File: src/rtl/midi_pkg.sv
// -----------------------------------------------------------------------------
// midi_pkg
// Shared definitions for the MIDI message parser:
//   - state_t        : parser state encoding
//   - status bytes   : named constants for the status values the parser
//                      treats specially
//   - status_data_len: number of data bytes that follow a status byte
// -----------------------------------------------------------------------------
package midi_pkg;

  typedef enum logic [1:0] {
    IDLE    = 2'd0,
    WAIT_D1 = 2'd1,
    WAIT_D2 = 2'd2,
    SYSEX   = 2'd3
  } state_t;

  localparam logic [7:0] NOTE_OFF    = 8'h80;
  localparam logic [7:0] NOTE_ON     = 8'h90;
  localparam logic [7:0] SYSEX_START = 8'hF0;
  localparam logic [7:0] SYSEX_END   = 8'hF7;
  localparam logic [7:0] TUNE_REQ    = 8'hF6;
  localparam logic [7:0] RT_MIN      = 8'hF8;

  // Data bytes expected after a status byte. 0 for statuses that carry no
  // data or are not message starts (F0, F4..FF, data bytes).
  function automatic logic [1:0] status_data_len(input logic [7:0] status);
    logic [1:0] len;
    len = 2'd0;
    if (status[7:4] == 4'hC || status[7:4] == 4'hD) begin
      len = 2'd1;
    end else if (status[7:4] >= 4'h8 && status[7:4] <= 4'hE) begin
      len = 2'd2;
    end else begin
      case (status)
        8'hF1, 8'hF3: len = 2'd1;
        8'hF2:        len = 2'd2;
        default:      len = 2'd0;
      endcase
    end
    return len;
  endfunction

endpackage

File: src/rtl/midi_status_decode.sv
// -----------------------------------------------------------------------------
// midi_status_decode
// Combinational classifier for one received byte.
// Ports:
//   status_byte   in  8  byte to classify
//   is_channel    out 1  80..EF (channel voice/mode message)
//   is_sys_common out 1  F1..F7
//   is_realtime   out 1  F8..FF
//   data_len      out 2  data bytes that follow this status
// -----------------------------------------------------------------------------
module midi_status_decode
  import midi_pkg::*;
(
  input  logic [7:0] status_byte,
  output logic       is_channel,
  output logic       is_sys_common,
  output logic       is_realtime,
  output logic [1:0] data_len
);

  assign is_channel    = status_byte[7] && (status_byte[7:4] != 4'hF);
  assign is_sys_common = (status_byte[7:3] == 5'b11110) && (status_byte[2:0] != 3'd0);
  assign is_realtime   = (status_byte >= RT_MIN);
  assign data_len      = status_data_len(status_byte);

endmodule

File: src/rtl/midi_msg_parser.sv
// -----------------------------------------------------------------------------
// midi_msg_parser
// Assembles the receiver's byte stream into complete MIDI messages with
// running status, real-time pass-through, SysEx swallowing and an optional
// channel filter. Outputs are registered one cycle after the accepted byte.
// Ports:
//   sys_clk      in  1       system clock
//   rst          in  1       synchronous active-high reset
//   byte_in      in  BYTE_W  received byte
//   byte_is_cmd  in  1       byte_in[7] from the receiver (status byte)
//   byte_strobe  in  1       new-byte level; accepted on its rising edge
//   msg_valid    out 1       pulse: msg_status/data1/data2 hold a message
//   msg_status   out 8       message status byte
//   msg_data1    out 7       first data byte (0 if unused)
//   msg_data2    out 7       second data byte (0 if unused)
//   rt_valid     out 1       pulse: rt_byte holds a real-time byte
//   rt_byte      out 8       real-time byte F8..FF
//   sysex_active out 1       high while inside a SysEx block
//   err_strobe   out 1       pulse on a protocol error
// -----------------------------------------------------------------------------
module midi_msg_parser
  import midi_pkg::*;
#(
  parameter int         BYTE_W           = 8,
  parameter bit         OMNI             = 1'b1,
  parameter logic [3:0] CHANNEL          = 4'd0,
  parameter bit         NOTEON_V0_TO_OFF = 1'b1
) (
  input  logic              sys_clk,
  input  logic              rst,
  input  logic [BYTE_W-1:0] byte_in,
  input  logic              byte_is_cmd,
  input  logic              byte_strobe,
  output logic              msg_valid,
  output logic [7:0]        msg_status,
  output logic [6:0]        msg_data1,
  output logic [6:0]        msg_data2,
  output logic              rt_valid,
  output logic [7:0]        rt_byte,
  output logic              sysex_active,
  output logic              err_strobe
);

  logic [7:0] w_byte;
  logic       w_is_channel;
  logic       w_is_sys_common;
  logic       w_is_realtime;
  logic [1:0] w_len;

  assign w_byte = byte_in[7:0];

  midi_status_decode u_decode (
    .status_byte   (w_byte),
    .is_channel    (w_is_channel),
    .is_sys_common (w_is_sys_common),
    .is_realtime   (w_is_realtime),
    .data_len      (w_len)
  );

  // Parser state
  logic       r_strobe_q;
  state_t     r_state,   w_state_nxt;
  logic [7:0] r_status,  w_status_nxt;   // running status, 0 = none
  logic [6:0] r_data1,   w_data1_nxt;
  logic       r_partial, w_partial_nxt;  // status seen, no message completed yet

  // Output registers
  logic       r_msg_valid;
  logic [7:0] r_msg_status;
  logic [6:0] r_msg_data1;
  logic [6:0] r_msg_data2;
  logic       r_rt_valid;
  logic [7:0] r_rt_byte;
  logic       r_err;

  // Combinational decisions for this cycle
  logic       w_accept;
  logic       w_emit;
  logic [7:0] w_emit_status;
  logic [6:0] w_emit_d1;
  logic [6:0] w_emit_d2;
  logic       w_err;
  logic       w_rt;
  logic [1:0] w_run_len;
  logic       w_run_is_sys;
  logic       w_pass;
  logic [7:0] w_out_status;

  assign w_accept     = byte_strobe && !r_strobe_q;
  assign w_run_len    = status_data_len(r_status);
  assign w_run_is_sys = (r_status[7:4] == 4'hF);

  always_comb begin
    // NOTE: every signal gets a default before any branch so no path leaves
    // it unassigned, which would otherwise infer a latch.
    w_state_nxt   = r_state;
    w_status_nxt  = r_status;
    w_data1_nxt   = r_data1;
    w_partial_nxt = r_partial;
    w_emit        = 1'b0;
    w_emit_status = r_status;
    w_emit_d1     = '0;
    w_emit_d2     = '0;
    w_err         = 1'b0;
    w_rt          = 1'b0;

    if (w_accept) begin
      if (byte_is_cmd && w_is_realtime) begin
        // Real-time bytes never disturb the message in progress.
        w_rt = 1'b1;
      end else if (byte_is_cmd) begin
        // Any other status abandons an unfinished message, then is processed
        // from a clean slate in this same cycle.
        w_err         = r_partial || (r_state == WAIT_D2);
        w_partial_nxt = 1'b0;
        w_status_nxt  = '0;
        w_state_nxt   = IDLE;
        if (w_is_channel) begin
          w_status_nxt  = w_byte;
          w_state_nxt   = WAIT_D1;
          w_partial_nxt = 1'b1;
        end else if (w_byte == SYSEX_START) begin
          w_state_nxt = SYSEX;
        end else if (w_byte == SYSEX_END) begin
          if (r_state != SYSEX) w_err = 1'b1;
        end else if (w_byte == TUNE_REQ) begin
          w_emit        = 1'b1;
          w_emit_status = TUNE_REQ;
        end else if (w_is_sys_common && (w_len != 2'd0)) begin
          w_status_nxt  = w_byte;
          w_state_nxt   = WAIT_D1;
          w_partial_nxt = 1'b1;
        end
        // F4/F5 fall through: running status cleared, back to IDLE.
      end else begin
        case (r_state)
          IDLE: w_err = 1'b1;
          WAIT_D1: begin
            if (w_run_len == 2'd1) begin
              w_emit        = 1'b1;
              w_emit_d1     = w_byte[6:0];
              w_partial_nxt = 1'b0;
              if (w_run_is_sys) begin
                w_status_nxt = '0;
                w_state_nxt  = IDLE;
              end
            end else begin
              w_data1_nxt = w_byte[6:0];
              w_state_nxt = WAIT_D2;
            end
          end
          WAIT_D2: begin
            w_emit        = 1'b1;
            w_emit_d1     = r_data1;
            w_emit_d2     = w_byte[6:0];
            w_partial_nxt = 1'b0;
            if (w_run_is_sys) begin
              w_status_nxt = '0;
              w_state_nxt  = IDLE;
            end else begin
              w_state_nxt = WAIT_D1;
            end
          end
          default: ;  // SYSEX payload is discarded silently
        endcase
      end
    end
  end

  // Channel filter and velocity-0 Note On rewrite on the emitted message.
  always_comb begin
    w_pass       = OMNI || (w_emit_status[7:4] == 4'hF) || (w_emit_status[3:0] == CHANNEL);
    w_out_status = w_emit_status;
    if (NOTEON_V0_TO_OFF && (w_emit_status[7:4] == NOTE_ON[7:4]) && (w_emit_d2 == 7'd0)) begin
      w_out_status = {NOTE_OFF[7:4], w_emit_status[3:0]};
    end
  end

  always_ff @(posedge sys_clk) begin
    if (rst) begin
      // Starting high means a strobe already asserted at reset release is
      // not mistaken for a rising edge.
      r_strobe_q   <= 1'b1;
      r_state      <= IDLE;
      r_status     <= '0;
      r_data1      <= '0;
      r_partial    <= 1'b0;
      r_msg_valid  <= 1'b0;
      r_msg_status <= '0;
      r_msg_data1  <= '0;
      r_msg_data2  <= '0;
      r_rt_valid   <= 1'b0;
      r_rt_byte    <= '0;
      r_err        <= 1'b0;
    end else begin
      // NOTE: non-blocking assignments so every register samples the values
      // from before this edge, independent of statement order.
      r_strobe_q  <= byte_strobe;
      r_state     <= w_state_nxt;
      r_status    <= w_status_nxt;
      r_data1     <= w_data1_nxt;
      r_partial   <= w_partial_nxt;
      r_msg_valid <= w_emit && w_pass;
      r_rt_valid  <= w_rt;
      r_err       <= w_err;
      if (w_emit && w_pass) begin
        r_msg_status <= w_out_status;
        r_msg_data1  <= w_emit_d1;
        r_msg_data2  <= w_emit_d2;
      end
      if (w_rt) r_rt_byte <= w_byte;
    end
  end

  assign msg_valid    = r_msg_valid;
  assign msg_status   = r_msg_status;
  assign msg_data1    = r_msg_data1;
  assign msg_data2    = r_msg_data2;
  assign rt_valid     = r_rt_valid;
  assign rt_byte      = r_rt_byte;
  assign err_strobe   = r_err;
  assign sysex_active = (r_state == SYSEX);

endmodule
File: config.mk
export PLATFORM = sky130hd
export DESIGN_NAME = midi_msg_parser
export DESIGN_NICKNAME = d
export VERILOG_FILES = /design/src/rtl/midi_pkg.sv /design/src/rtl/midi_status_decode.sv /design/src/rtl/midi_msg_parser.sv
export SDC_FILE = /design/constraint.sdc
export NUM_CORES = 1
export LEC_CHECK = 0
export CORE_MARGIN = 2
export CORE_UTILIZATION = 54
export DETAILED_ROUTE_END_ITERATION = 8
export PLACE_DENSITY = 0.82
export SLEW_MARGIN = 25
export SYNTH_ARGS = -nofsm -noshare
export SYNTH_HDL_FRONTEND = slang
export SYNTH_SLANG_ARGS = --single-unit
export TNS_END_PERCENT = 30
File: constraint.sdc
create_clock -name sys_clk -period 2.8 [get_ports sys_clk]
set_input_delay 0.42 -clock sys_clk [delete_from_list [all_inputs] [get_ports sys_clk]]
set_output_delay 0.42 -clock sys_clk [all_outputs]
set_load 0.005 [all_outputs]
# Yosys cells after proc, flatten, opt, wreduce, memory -nomap -nowiden
# Cells that the tools add are included.
dict set report totals {
  out_inout_bits 34
  inputBits 12
  word_cells 135
  register_bits 52
}
dict set report classes {
  muxes 67
  eq_ne 24
  n_reduce_logical 23
  order_cmp 5
  n_bitwise 4
}
# op count
set ops {}
lappend ops {{$mux W8} 16}
lappend ops {{$eq A8 B8 Y1 const B} 9}
lappend ops {{$mux W7} 8}
lappend ops {{$mux W1} 27}
lappend ops {{$eq A4 B4 Y1 const B} 6}
lappend ops {{$mux W2} 9}
lappend ops {{$pmux W8 S2} 1}
lappend ops {{$pmux W7 S2} 1}
lappend ops {{$pmux W2 S2} 3}
lappend ops {{$ge A4 B4 Y1 const B} 2}
lappend ops {{$ge A8 B8 Y1 const B} 1}
lappend ops {{$le A4 B4 Y1 const B} 2}
lappend ops {{$logic_and A1 B1 Y1} 8}
lappend ops {{$ne A4 B4 Y1 const B} 2}
lappend ops {{$reduce_and A4 Y1} 2}
lappend ops {{$logic_not A7 Y1} 1}
lappend ops {{$reduce_bool A3 Y1} 2}
lappend ops {{$eq A5 B5 Y1 const B} 1}
lappend ops {{$reduce_and A5 Y1} 1}
lappend ops {{$eq A2 B1 Y1 const B} 2}
lappend ops {{$eq A2 B2 Y1 const B} 2}
lappend ops {{$not A1 Y1} 4}
lappend ops {{$pmux W1 S2} 2}
lappend ops {{$reduce_or A2 Y1} 2}
lappend ops {{7 further kinds} 9}

# Longest topological paths before layout
dict set report logic_depth {
  ltp_word 13
  ltp_mapped 9
  depth_no_buf 7
}

# Hierarchy
# A second synthesis with hierarchy kept.
dict set report unflattened {
  cells_unflattened 260
  hier_area_um2 2314.7
}
# module area_each_um2 seq_area_each_um2 n_inst cells_per_inst
set modules_own_cells {}
lappend modules_own_cells {midi_msg_parser 2234.6 1041.0 1 248}
lappend modules_own_cells {midi_status_decode 80.1 0.0 1 12}

# Least setup slack after synthesis
# No wires, ideal clock.
dict set report synth_path {
  kind {input-to-reg}
  from {input byte_in[0]}
  to {register r_msg_status[4], in the netlist msg_status[4]}
  t_required_ns 2.669
  setup_time_ns 0.131
  t_arrival_ns 1.631
  path_slack_ns 1.038
  path_stages 6
  n_path_buf 1
  cell_sequence {clkbuf_1 -> or4_1 -> nor4_1 -> o311ai_0 -> a21oi_1 -> nor3_1}
}
dict set report synth_between {
  elab_chain_len 11
  word_cells_on_any_way 27
  classes_between {order compare: 1; eq/ne: 4; mux: 19; reduce/logical: 3}
}
# item line_no
set synth_rtl {}
lappend synth_rtl {{start: declaration} midi_msg_parser.sv:31} ;# input logic [BYTE_W-1:0] byte_in,
lappend synth_rtl {{$eq A8 B8 Y1} midi_msg_parser.sv:126} ;# end else if (w_byte == TUNE_REQ) begin
lappend synth_rtl {{$mux W8} midi_msg_parser.sv:126}
lappend synth_rtl {{$mux W8} midi_msg_parser.sv:124} ;# end else if (w_byte == SYSEX_END) begin
lappend synth_rtl {{$mux W8} midi_msg_parser.sv:122} ;# end else if (w_byte == SYSEX_START) begin
lappend synth_rtl {{$mux W8} midi_msg_parser.sv:118} ;# if (w_is_channel) begin
lappend synth_rtl {{$mux W8} midi_msg_parser.sv:111} ;# end else if (byte_is_cmd) begin
lappend synth_rtl {{$mux W8} midi_msg_parser.sv:108} ;# if (byte_is_cmd && w_is_realtime) begin
lappend synth_rtl {{$mux W8} midi_msg_parser.sv:107} ;# if (w_accept) begin
lappend synth_rtl {{$eq A4 B4 Y1} midi_msg_parser.sv:174} ;# if (NOTEON_V0_TO_OFF && (w_emit_status[7:4] == NOTE_ON[7:4]) && (w_emit_d2 == 7'd0)) begin
lappend synth_rtl {{$logic_and A1 B1 Y1} midi_msg_parser.sv:174}
lappend synth_rtl {{$mux W8} midi_msg_parser.sv:174}
lappend synth_rtl {{end signal: assignment} midi_msg_parser.sv:207} ;# r_msg_status <= w_out_status;
lappend synth_rtl {{end: declaration} midi_msg_parser.sv:69} ;# logic [7:0] r_msg_status;
# Several ways; a longest one is shown, not always the timed one.
# A chain may end at the register's enable or synchronous reset.

# Worst setup path after layout
dict set report layout_path {
  from {register r_state[1]}
  to {register r_msg_data2[0], in the netlist msg_data2[0]}
}
dict set report layout_between {
  elab_chain_len 5
  word_cells_on_any_way 10
  classes_between {eq/ne: 2; mux: 8}
}
# item line_no
set layout_rtl {}
lappend layout_rtl {{start: declaration} midi_msg_parser.sv:62} ;# state_t r_state, w_state_nxt;
lappend layout_rtl {{start signal: assignment} midi_msg_parser.sv:199} ;# r_state <= w_state_nxt;
lappend layout_rtl {{$eq A2 B2 Y1 or $eq A2 B1 Y1 (tied branches)} midi_msg_parser.sv:136} ;# case (r_state)
lappend layout_rtl {{$pmux W1 S2 or $mux W7 (tied branches)} midi_msg_parser.sv:136}
lappend layout_rtl {{$mux W1 or $mux W7 (tied branches)} midi_msg_parser.sv:111}
lappend layout_rtl {{$mux W1 or $mux W7 (tied branches)} midi_msg_parser.sv:108}
lappend layout_rtl {{$mux W1 or $mux W7 (tied branches)} midi_msg_parser.sv:107}
lappend layout_rtl {{end signal: assignment} midi_msg_parser.sv:209} ;# r_msg_data2 <= w_emit_d2;
lappend layout_rtl {{end: declaration} midi_msg_parser.sv:71} ;# logic [6:0] r_msg_data2;
# Several ways; a longest one is shown, not always the timed one.

==> flow_metrics.tcl <==
set metrics [dict create \
    grt_antenna_before_repair 0 \
    grt_pass1_vias 1801 \
    crit_chain "inv_1 > ha_1 > nand3_1 > a21oi_1 > buf_4 > o21a_1 > nor2_4 > a31o_2" \
    clockRootBuffer "clkbuf_8" \
    first_pass_iters 4 \
    post-synth-top-count-cell "dfxtp_1" \
    fin_nets 312 \
    critPathRequiredTime_ps 3000 \
    synth_cell_types 46 \
    hp-class "reg2reg" \
    startpoint_type "flip-flop" \
    worstMarginPinSlew_ps 638 \
    async_flop_share_pct 0 \
    cts_tree "yes" \
    syn_nets 258 \
    synth_top_area_cell "dfxtp_1" \
    die_area_mm2 0.00464 \
    netlist.area_leader.share_pct 46.8 \
    finalSetupTns_ps 0 \
    vias_per_cell 5.90 \
    leakagePower_nw 1.02 \
    post_cts_buffers 0 \
    avgSynthCellArea_um2 9.18 \
    pwr_density_cell_mw_per_mm2 461 \
    ant_nets 0 \
    detail_route.iter0.violations 158 \
    synth_area_mm2 0.00222 \
    synth_seq_cells 52 \
    grt_max_degree 17 \
    cts.repair.resized 0 \
    synthFlopType "dfxtp_1" \
    hold_viol_final 0 \
    drv_cap 0 \
    cts.sinks 52 \
    crit_slowest_cell "a21oi_1" \
    fmax_mhz 430 \
    cts_buffers 5 \
    ys_top_cells_by_area "dfxtp_1 47%, mux2i_1 5.9%, nor2_1 4.9%, nand4_1 3.7%, a21oi_1 3.4%" \
    finalSetupViolCount 0 \
    synth_warnings 0 \
    layout-drive-gt1-share_pct 11.5 \
    h-tree-depth 2 \
    status "completed" \
    via_count 2037 \
    cts_hold_buf 0 \
    drv_slew 0 \
    synth_edf_count 0 \
    die_h_um 68.2 \
    crit_arrival_ps 2530 \
    crit_path_end_kind "flip-flop" \
    wirelength_um 5550 \
    worst_skew_pair.late_latency_ps 310 \
    core_mm2 0.00397 \
    power.total_w 0.00134 \
    rsz0062_at_grt "false" \
    drc 0 \
    die_w_um 68.2 \
    ir_drop_mv 0.325 \
    final_util_pct 73.0 \
    antenna_cells 0 \
    finalCritPeriodShare_pct 83.1 \
    grt_pass1_wl_um 8940 \
    num_rows 23 \
    critical_path_class "reg2reg" \
    overflow 0 \
    port_buffers 45 \
    clk_pin_slew_ps 90 \
    area_delta_synth_final_pct 30.5 \
    place_congestion 0.930 \
    cpPeakStageDelay_ps 390 \
    yosysSeqAreaShare_pct 46.8 \
    yosys-top-cells-count "52 x dfxtp_1, 29 x nor2_1, 16 x nand2_1" \
    ctsLongestPathBuffers 2 \
    wl_per_cell_um 16.1 \
    grt_use_total_pct 26.1 \
    initial_utilization_pct 56.0 \
    netlist_instances 242 \
    ios 46 \
    detailed_place_hpwl_um 3990 \
    fin_skew_ps 8.99 \
    relSlewSlack_pct 57.2 \
    critPathMaxFanout 15 \
    fin_crit_ps 2330 \
]
cell families after synthesis:
kind of cell	Yosys count	synth area share (%)
adder cells (fa/ha/maj)	4	2.25
flip-flops	52	46.8
AND/OR/NAND/NOR	92	22.4
buffers and inverters	21	4.45
multiplexers	13	5.86
AO/OA/AOI/OAI	60	18.2
flip-flops by register name (all words and copies together) (netlist names):
register	flops
msg_data1	7
msg_valid	1
r_partial	1
rt_byte	8
r_state	2
r_strobe_q	1
rt_valid	1
r_status	8
err_strobe	1
r_data1	7
msg_status	8
msg_data2	7
cell usage in the layout (no fill, tap or decap), types with 3 or more instances in the layout:
master / n
clkdlybuf4s50_1: 45
nand2_1: 16
nand3_1: 4
dfxtp_1: 52
nor4_1: 3
nor2_1: 29
a22o_1: 6
nand4_1: 13
inv_1: 3
ha_1: 4
buf_4: 19
o21ai_0: 10
nor3_1: 11
clkbuf_8: 5
mux2i_1: 13
a21oi_1: 15
a22oi_1: 7
o31ai_1: 9
worst max-delay path, delay by kind of cell, from the launching register on:
kind                     cells  cell delay [ps]
AND/OR/NAND/NOR              2              280
AO/OA/AOI/OAI                3             1030
adder cells (fa/ha/maj)      1              240
buffers and inverters        2              330
flip-flops                   1              340
area by class of cell:
type,count,area [um^2]
Timing Repair Buffer,64,593
Tap cell,50,62.6
Fill cell,315,1070
Clock inverter,1,30.0
Multi-Input combinational cell,169,1090
Sequential cell,52,1040
Clock buffer,5,68.8
Inverter,4,15.0
metrics by stage:
stage / hold slack (ps) / area (um^2) / worst slack (ps) / std cells
after global placement: 440 / 2800 / 436 / 339
after floorplan: 437 / 2220 / 1040 / 242
after global routing: 480 / 2900 / 358 / 345
final: 454 / 2900 / 474 / 345
after CTS: 455 / 2900 / 519 / 345
after detailed placement: 443 / 2800 / 384 / 339
metal layers:
| layer | up-vias | wire length [um] | track usage [%] |
|---|---|---|---|
| met4 | 0 | 121 | 10.0 |
| met2 | 77 | 2500 | 39.6 |
| met1 | 959 | 2620 | 37.0 |
| met3 | 11 | 315 | 4.61 |
| met5 | - | 0 | 0 |
| li1 | 990 | - | - |
power by group:
group | switching (W) | internal (W)
combinational | 0.0000595 | 0.0000420
sequential | 0.00000349 | 0.000743
clock | 0.000232 | 0.000257
path summary, 6_finish.rpt:
path / from / endpoint / slack [ps] / cells past startpoint
setup / recovery: r_state[1] / msg_data2[0] / 470 / 8
hold / removal: msg_status[2] / msg_status[2] / 450 / 2
setup reg to reg: r_state[1] / msg_data2[0] / 470 / 8
hold reg to reg: msg_status[2] / msg_status[2] / 450 / 2
No activity file was read; power rests on OpenSTA's default activity.
